File: src/rtl/load_ext_pipe.sv
// load_ext_pipe
//   Two-stage elastic load-data extender placed between data-memory read
//   data and the MEM/WB register. Stage 1 selects the addressed byte, half,
//   word or dword lane from the memory word and flags misaligned or illegal
//   accesses. Stage 2 sign- or zero-extends the lane to the full datapath
//   width. A tag is carried alongside each request.
//
// Parameters
//   WIDTH  datapath / memory word width (32 or 64)
//   TAG_W  width of the pass-through tag
//   OFF_W  byte-offset width, derived from WIDTH
//
// Ports
//   clk        rising-edge clock
//   rst        synchronous active-high reset
//   in_valid   request valid
//   in_ready   unit can accept a request this cycle
//   in_data    raw memory word
//   in_off     byte offset of the access within the word (little-endian)
//   in_size    0 byte, 1 half, 2 word, 3 dword
//   in_sign    1 sign-extend, 0 zero-extend
//   in_tag     tag carried unchanged to the output
//   out_valid  result valid
//   out_ready  consumer accepts result
//   out_data   extended load result (0 when out_err is set)
//   out_tag    tag of the result
//   out_err    misaligned access or illegal size
module load_ext_pipe #(
  parameter  int WIDTH = 32,
  parameter  int TAG_W = 5,
  localparam int OFF_W = $clog2(WIDTH / 8)
) (
  input  logic             clk,
  input  logic             rst,
  input  logic             in_valid,
  output logic             in_ready,
  input  logic [WIDTH-1:0] in_data,
  input  logic [OFF_W-1:0] in_off,
  input  logic [1:0]       in_size,
  input  logic             in_sign,
  input  logic [TAG_W-1:0] in_tag,
  output logic             out_valid,
  input  logic             out_ready,
  output logic [WIDTH-1:0] out_data,
  output logic [TAG_W-1:0] out_tag,
  output logic             out_err
);

  typedef enum logic [1:0] {
    SZ_B = 2'd0,
    SZ_H = 2'd1,
    SZ_W = 2'd2,
    SZ_D = 2'd3
  } size_e;

  // Stage 1 registers
  logic             s1_valid;
  logic [WIDTH-1:0] s1_lane;
  size_e            s1_size;
  logic             s1_sign;
  logic [TAG_W-1:0] s1_tag;
  logic             s1_err;

  // Stage 2 registers (drive the outputs directly)
  logic             s2_valid;
  logic [WIDTH-1:0] s2_data;
  logic [TAG_W-1:0] s2_tag;
  logic             s2_err;

  // Handshake
  logic s1_adv;
  logic s2_adv;
  logic s1_load;
  logic s2_load;

  // Stage 1 combinational
  logic [WIDTH-1:0] shifted;
  logic [WIDTH-1:0] size_mask;
  logic [WIDTH-1:0] lane_d;
  logic [OFF_W-1:0] align_mask;
  logic             err_d;

  // Stage 2 combinational
  logic [WIDTH-1:0] ext_mask;
  logic             lane_msb;
  logic [WIDTH-1:0] ext_d;

  assign s2_adv   = !s2_valid || out_ready;
  assign s1_adv   = !s1_valid || s2_adv;
  assign in_ready = s1_adv;
  assign s1_load  = in_valid && s1_adv;
  assign s2_load  = s1_valid && s2_adv;

  // Lane selection and alignment check. The alignment mask has the low
  // log2(access bytes) offset bits set; any of those set in in_off means
  // the access straddles its natural boundary.
  always_comb begin
    shifted    = in_data >> {in_off, 3'b000};
    size_mask  = '0;
    align_mask = '0;
    for (int unsigned i = 0; i < WIDTH; i++) begin
      if (i < (32'd8 << in_size)) begin
        size_mask[i] = 1'b1;
      end
    end
    for (int unsigned i = 0; i < OFF_W; i++) begin
      if (i < 32'(in_size)) begin
        align_mask[i] = 1'b1;
      end
    end
    lane_d = shifted & size_mask;
    err_d  = (|(in_off & align_mask)) || ((in_size == SZ_D) && (WIDTH == 32));
  end

  always_ff @(posedge clk) begin
    if (rst) begin
      s1_valid <= 1'b0;
      s1_lane  <= '0;
      s1_size  <= SZ_B;
      s1_sign  <= 1'b0;
      s1_tag   <= '0;
      s1_err   <= 1'b0;
    end else begin
      if (s1_adv) begin
        s1_valid <= in_valid;
      end
      if (s1_load) begin
        s1_lane <= lane_d;
        s1_size <= size_e'(in_size);
        s1_sign <= in_sign;
        s1_tag  <= in_tag;
        s1_err  <= err_d;
      end
    end
  end

  // Extension. The lane is already zero above its access width, so only
  // the sign fill has to be ORed in; full-width accesses get an all-ones
  // mask and pass through unchanged.
  always_comb begin
    ext_mask = '0;
    for (int unsigned i = 0; i < WIDTH; i++) begin
      if (i < (32'd8 << s1_size)) begin
        ext_mask[i] = 1'b1;
      end
    end
    case (s1_size)
      SZ_B:    lane_msb = s1_lane[7];
      SZ_H:    lane_msb = s1_lane[15];
      SZ_W:    lane_msb = s1_lane[31];
      default: lane_msb = s1_lane[WIDTH-1];
    endcase
    ext_d = s1_lane | ({WIDTH{s1_sign && lane_msb}} & ~ext_mask);
    if (s1_err) begin
      ext_d = '0;
    end
  end

  always_ff @(posedge clk) begin
    if (rst) begin
      s2_valid <= 1'b0;
      s2_data  <= '0;
      s2_tag   <= '0;
      s2_err   <= 1'b0;
    end else begin
      if (s2_adv) begin
        s2_valid <= s1_valid;
      end
      if (s2_load) begin
        s2_data <= ext_d;
        s2_tag  <= s1_tag;
        s2_err  <= s1_err;
      end
    end
  end

  assign out_valid = s2_valid;
  assign out_data  = s2_data;
  assign out_tag   = s2_tag;
  assign out_err   = s2_err;

endmodule

File: config.mk
export PLATFORM = sky130hd
export DESIGN_NAME = load_ext_pipe
export DESIGN_NICKNAME = d
export VERILOG_FILES = /design/src/rtl/load_ext_pipe.sv
export SDC_FILE = /design/constraint.sdc
export NUM_CORES = 1
export LEC_CHECK = 0
export CAP_MARGIN = 10
export CORE_AREA = 2 2 138 73
export CTS_CLUSTER_SIZE = 8
export DETAILED_ROUTE_END_ITERATION = 8
export DIE_AREA = 0 0 140 75
export GPL_TIMING_DRIVEN = 0
export HOLD_SLACK_MARGIN = 0.03
export PLACE_DENSITY = 0.66
export SYNTH_ARGS = -nofsm -noshare
export SYNTH_HDL_FRONTEND = slang
export SYNTH_SLANG_ARGS = --single-unit
File: constraint.sdc
create_clock -name clk -period 2.6 [get_ports clk]
set_clock_uncertainty 0.2 [all_clocks]
set_input_delay 0.52 -clock clk [delete_from_list [all_inputs] [get_ports clk]]
set_output_delay 0.52 -clock clk [all_outputs]
set_load 0.005 [all_outputs]
# Yosys cells after proc, flatten, opt, wreduce, memory -nomap -nowiden
# Cells that the tools add are included.
# W data, S select, Z words.
[word_totals] register_bits=81 output_inout_bits=40
[op_classes] bitwise_logic=5 n_eq_ne=2 n_reduce_logical=10 shifts=3 n_lt_le_gt_ge=66 mux=68
[ops] op="$lt A5 B32 Y1 const A" n=32
[ops] op="$lt A4 B32 Y1 const A" n=16
[ops] op="$lt A3 B32 Y1 const A" n=8
[ops] op="$lt A1 B32 Y1 const A" n=4
[ops] op="$lt A2 B32 Y1 const A" n=4
[ops] op="$mux W1" n=66
[ops] op="$and A32 B32 Y32" n=2
[ops] op="$shl A4 B2 Y32 const A" n=2
[ops] op="$mux W32" n=1
[ops] op="$not A32 Y32" n=1
[ops] op="$or A32 B32 Y32" n=1
[ops] op="$shr A32 B5 Y32" n=1
[ops] op="$lt A1 B2 Y1 const A" n=2
[ops] op="$logic_and A1 B1 Y1" n=3
[ops] op="$logic_or A1 B1 Y1" n=3
[ops] op="$and A2 B2 Y2" n=1
[ops] op="$eq A2 B1 Y1 const B" n=1
[ops] op="$eq A2 B2 Y1 const B" n=1
[ops] op="$logic_not A1 Y1" n=2
[ops] op="$logic_not A2 Y1" n=1
[ops] op="$pmux W1 S2" n=1
[ops] op="$reduce_or A2 Y1" n=1

# Logic depth before layout (Yosys ltp)
# Gate-level depths: netlist of run 1.
[depth] ltp_word=7 ltp_mapped=7

# Worst setup path before layout of run 1
# Ideal clock, no wire load.
[synth_path] kind="input -> output" from="input port out_ready" to="output port in_ready" path_slack_ns=0.683 t_arrival_ns=1.197 stages=4 path_cell_list="and3b_1 -> buf_2 -> clkinv_1 -> buf_2"
[synth_between] elab_chain_cells=2
[synth_lines] element="start: declaration" line_no="43" text="input logic out_ready,"
[synth_lines] element="$logic_or A1 B1 Y1" line_no="88" text="assign s2_adv = !s2_valid || out_ready;"
[synth_lines] element="$logic_or A1 B1 Y1" line_no="89" text="assign s1_adv = !s1_valid || s2_adv;"
[synth_lines] element="end: declaration" line_no="36" text="output logic in_ready,"
# Every way passes these cells.

# Worst setup path in the final report of run 1
# Same ends and word-level chain as after synthesis.

==> out/metrics.yaml, run 1 <==
die_x_um: 140
utilization: 0.5317
syn_inst: 383
via_count: 3474
clk_latency_ps: 340
leakagePower_nw: 1.614
die_h_um: 75
ys_seq_area_frac: 0.4451
cts_tree: "done"
synth_top_cell_by_area: "dfxtp_1"
cts_buffers: 9
final_common_cell: "clkdlybuf4s50_1"
grtUsageMet1: 0.3547
layout-drive-gt1-share: 0.1250
synth.net_count: 429
overflow: 0
place_congestion: 0.9250
post-route-drc-count: 8
path_buf_inv: 4
tightest_slew_ps: 764.9
cap_violations: 0
cp_max_fo: 17
end_kind: "output port"
min_period_ps: 2493
post_cts_buffers: 0
dr.pass1.iters: 9
grt_util_all_layers: 0.2283
ys_types: 31
clockBufferDepth: 2
grt_pass1_wl_um: 17750
final_area_sq_um: 4906
post-dp-hpwl_um: 8667
min_period_over_period: 0.9588
syn_to_final_growth_pct: 34.65
yosys_warnings: 0
max_freq_ghz: 0.4011
core_area_sq_um: 9228
dpl_cell_area_sq_um: 4626
antenna_cells: 0
vias_per_cell: 5.780
wl_per_cell_um: 19.30
grt_start_max_net_pins: 18
rsz0062_at_grt: "no"
min_from: "out_data[29]"
use_met3: 0.06934
path_cells: "clkdlybuf4s50_1 > and3b_1 > buf_4 > clkinv_4 > dlygate4sd2_1"
path_delay_family: "buffers and inverters"
violations: "DRC"
critPathSlowestCell: "clkdlybuf4s50_1"
grt_antenna_before_repair: 0
busiest_layer: "met1"
num_rows: 25
max_stage_delay_ps: 430
nets: 522
r2r-start: "out_valid"
portBuffers: 83
cts_root_buffer: "clkbuf_16"
peakVddDrop_v: 0.0003288
netlist_area_sq_um: 3643
synth_area_leaders: "dfxtp_1, a21oi_1, o21ai_0, mux4_2, o2bb2ai_2"
power_density_nw_per_um2: 595.5
drv_slew: 0
arrival_ps: 1770
startpoint_type: "input port"
die-area_sq_um: 10500
hp-class: "flop to flop"
layout_common_cells: "clkdlybuf4s50_1, dfxtp_1, a21oi_1, o21ai_0, clkbuf_1"
crit_start: "out_ready"
ant_nets: 0
setup.worst_path.class: "input port to output port"
ios: 86
grt_pass1_vias: 3126
routed_wl_um: 11600
clk_pin_slew_ps: 60
cts_max_level: 3
critPathRequiredTime_ps: 1880
ys_ff_latch: 81
hold_viol: 0
use_met2: 0.2967
syn_area_per_cell_sq_um: 9.513
yosysTopAreaCellShare: 0.4451
first_iter_violations: 283
initial_utilization: 0.3948
slew_headroom: 0.4901
cts_sinks: 81
status: "finished with violations"
finalSetupViolations: 0
hold_ws_ps: 260.2
## state kept, by name, indices dropped and copies added, names as in the netlist
name,flops
out_valid,1
s1_valid,1
s1_lane,32
s1_size,2
s1_sign,1
out_data,32
out_err,1
s1_err,1
s1_tag,5
out_tag,5
## final timing paths
check | end | slack [ps] | cells after the start
setup / recovery | in_ready | 110 | 5
hold / removal | out_data[29] | 260 | 1
setup reg to reg | out_data[26] | 490 | 5
hold reg to reg | out_data[29] | 260 | 1
## cell type report
class                           count  area (sq um)
Fill cell                         838          4322
Multi-Input combinational cell    247          1768
Sequential cell                    81          1622
Timing Repair Buffer               83         829.5
Clock buffer                       12         236.5
Buffer                             43         207.7
Tap cell                          121         151.4
Inverter                           11         48.80
Clock inverter                      3         42.54
## metal layers
metal / vias to the layer above / share of wire
li1: 1631 / -
met2: 165 / 0.38
met5: - / 0
met4: 0 / 0.010
met1: 1665 / 0.51
met3: 13 / 0.10
## what timing repair did
item	in CTS	in global routing
resized for setup	4	0
hold buffers	0	0
setup endpoints to repair	1	0
## Yosys cell counts
library cell and count:
inv_4 1, nor3b_2 1, o21ai_0 48, mux4_2 8, a21oi_1 66, dfxtp_1 81, o2111ai_1 1, mux2_2 9
or4_4 1, nand3_1 22, nand2b_1 1, nor2b_1 4, or2_2 1, o2bb2ai_2 11, nor2_1 9, buf_6 4
mux2i_1 8, o2bb2ai_1 13, o32ai_1 8, clkinv_1 1, a2bb2oi_1 8, buf_2 12, nor4bb_1 1, or3_1 1
clkbuf_1 25, o21a_1 1, buf_1 3, nand4b_1 8, and3b_1 1, nand4_1 16, inv_1 9
## metrics by stage
| stage | worst slack (ps) | power [mW] | cells | TNS [ps] |
|---|---|---|---|---|
| finish | 107.2 | 2.922 | 601 | 0 |
| CTS | 99.74 | 2.928 | 601 | 0 |
| floorplan | 682.8 | 1.531 | 383 | 0 |
| global route | 49.89 | 3.022 | 601 | 0 |
| detailed placement | -410.4 | 1.706 | 587 | -3051 |
| global placement | -402.4 | 1.700 | 587 | -1775 |
## worst register-to-register path: stages (launching register included)
cell	delay, ps
dfxtp_1	360
nand2b_1	60
buf_2	160
a21oi_1	630
clkbuf_1	460
o2bb2ai_1	170
## cells by family after synthesis
logic type	after synthesis	share of synthesized area
buf+inv	55	0.06971
simple gates	66	0.1099
flops	81	0.4451
compound gates	156	0.2761
mux	25	0.09925
## power by group
group / internal (mW) / leakage (nW) / switching [mW] / total, mW
Sequential: 1.28 / 0.658 / 0.0227 / 1.30
Clock: 0.738 / 0.133 / 0.494 / 1.23
Combinational: 0.182 / 0.823 / 0.204 / 0.386
Power figures use the tool's default switching activity.
==> inputs of run 2 (changes only) <==
CORE_AREA = 2 2 162 85   (was 2 2 138 73)
DIE_AREA = 0 0 164 87   (was 0 0 140 75)
PLACE_DENSITY = 0.47   (was 0.66)
==> out/metrics.yaml, run 2 (synthesis gave the netlist of run 1 again) <==
status: "completed"
peakVddDrop_v: 0.0002477
slew_headroom: 0.5194
cts_buffers: 9
cts_tree: "done"
antenna_cells: 0
fillers: 1319
clk_latency_ps: 340
num_rows: 30
grt_util_all_layers: 0.1857
numPlacedInstances: 642
reg2reg_slack_ps: 560
min_period_ps: 2473
max_freq_ghz: 0.4044
min_period_over_period: 0.9512
die_h_um: 87
grt_start_max_net_pins: 14
wl_per_cell_um: 19.69
cap_violations: 0
leakagePower_nw: 1.647
cp_max_fo: 10
post-route-drc-count: 0
die_x_um: 164
portBuffers: 83
path_cells: "clkdlybuf4s50_1 > and3b_2 > clkinv_4 > buf_6 > dlygate4sd2_1"
overflow: 0
via_count: 3474
rsz0062_at_grt: "no"
syn_to_final_growth_pct: 38.05
grt_antenna_before_repair: 0
first_iter_violations: 291
grt_pass1_wl_um: 19640
power_mw: 3.089
dr.pass1.iters: 5
initial_utilization: 0.2797
grt_pass1_vias: 3301
core_area_sq_um: 13030
final_common_cell: "clkdlybuf4s50_1"
ant_nets: 0
finalSetupViolations: 0
ios: 86
die-area_sq_um: 14270
critPathRequiredTime_ps: 1880
startpoint_type: "input port"
cts_max_level: 3
cts_sinks: 81
drv_slew: 0
hp-class: "flop to flop"
end_kind: "output port"
hold_viol: 0
path_delay_family: "buffers and inverters"
tightest_slew_ps: 720.9
setup.worst_path.class: "input port to output port"
post-dp-hpwl_um: 9685
max_stage_delay_ps: 430
arrival_ps: 1750
path_buf_inv: 4
vias_per_cell: 5.280
cts_root_buffer: "clkbuf_16"
clk_pin_slew_ps: 60
layout-drive-gt1-share: 0.1349
place_congestion: 0.8473
routed_wl_um: 12960
nets: 523
layout_common_cells: "clkdlybuf4s50_1, dfxtp_1, a21oi_1, o21ai_0, clkbuf_1"
clockBufferDepth: 2
final_cells: 658
critPathSlowestCell: "clkdlybuf4s50_1"
power_density_nw_per_um2: 614.2
[run 2: cell count changes in the layout (fill, tap and decap cells not counted)]
cell,delta
clkinvlp_4,-1
clkbuf_1,-2
buf_6,+1
bufinv_16,+1
clkinv_4,+1
and3b_2,+1
clkinv_2,+1
clkbuf_8,+1
and3b_1,-1
[run 2: routing by layer]
metal  track usage  routed length (um)  part of all wire
met1        0.2974                7087              0.55
met2        0.2391                4743              0.37
met3       0.05140                1034             0.080
met4       0.03589                  92            0.0071
met5             0                   0                 0
[run 2: final timing paths]
kind / start / end / cells after the start
worst max-delay path: out_ready / in_ready / 5
worst min-delay path: out_data[12] / out_data[12] / 1
worst min register to register: out_data[12] / out_data[12] / 1
worst max register to register: out_valid / out_data[17] / 5
[run 2: where the power goes]
group          internal, mW  leakage, nW  switching, mW
logic                 0.182        0.829          0.211
clock network         0.866        0.159          0.525
registers              1.28        0.658         0.0230
[run 2: layout make-up]
type / instances / area (sq um) / area share
multi-input cells: 247 / 1769 / 0.3517
inverters: 11 / 48.80 / 0.009702
repair buffers: 84 / 837.1 / 0.1664
clock inverters: 5 / 78.83 / 0.01567
clock buffers: 11 / 242.7 / 0.04826
well taps: 176 / 220.2 / 0.04378
flip-flops and latches: 81 / 1622 / 0.3224
plain buffers: 43 / 211.5 / 0.04204
[run 2: repair_timing]
item | CTS | global route
buffers inserted | 1 | 0
hold buffers | 0 | 0
gates resized for setup | 6 | 0
endpoints found under the setup margin | 1 | 0
[run 2: per-stage QoR]
| step | hold WS [ps] | TNS [ps] | util | worst slack (ps) | instance area (sq um) |
|---|---|---|---|---|---|
| 3_5_place_dp | 249.6 | -3871 | 0.3604 | -407.9 | 4695 |
| 3_3_place_gp | 252.1 | -3789 | 0.3604 | -428.9 | 4695 |
| 6_report | 260.7 | 0 | 0.3862 | 126.9 | 5030 |
| 5_1_grt | 285.2 | 0 | 0.3862 | 61.08 | 5030 |
| 4_1_cts | 268.0 | 0 | 0.3862 | 127.0 | 5030 |
| 2_1_floorplan | 240.3 | 0 | - | 682.8 | 3643 |
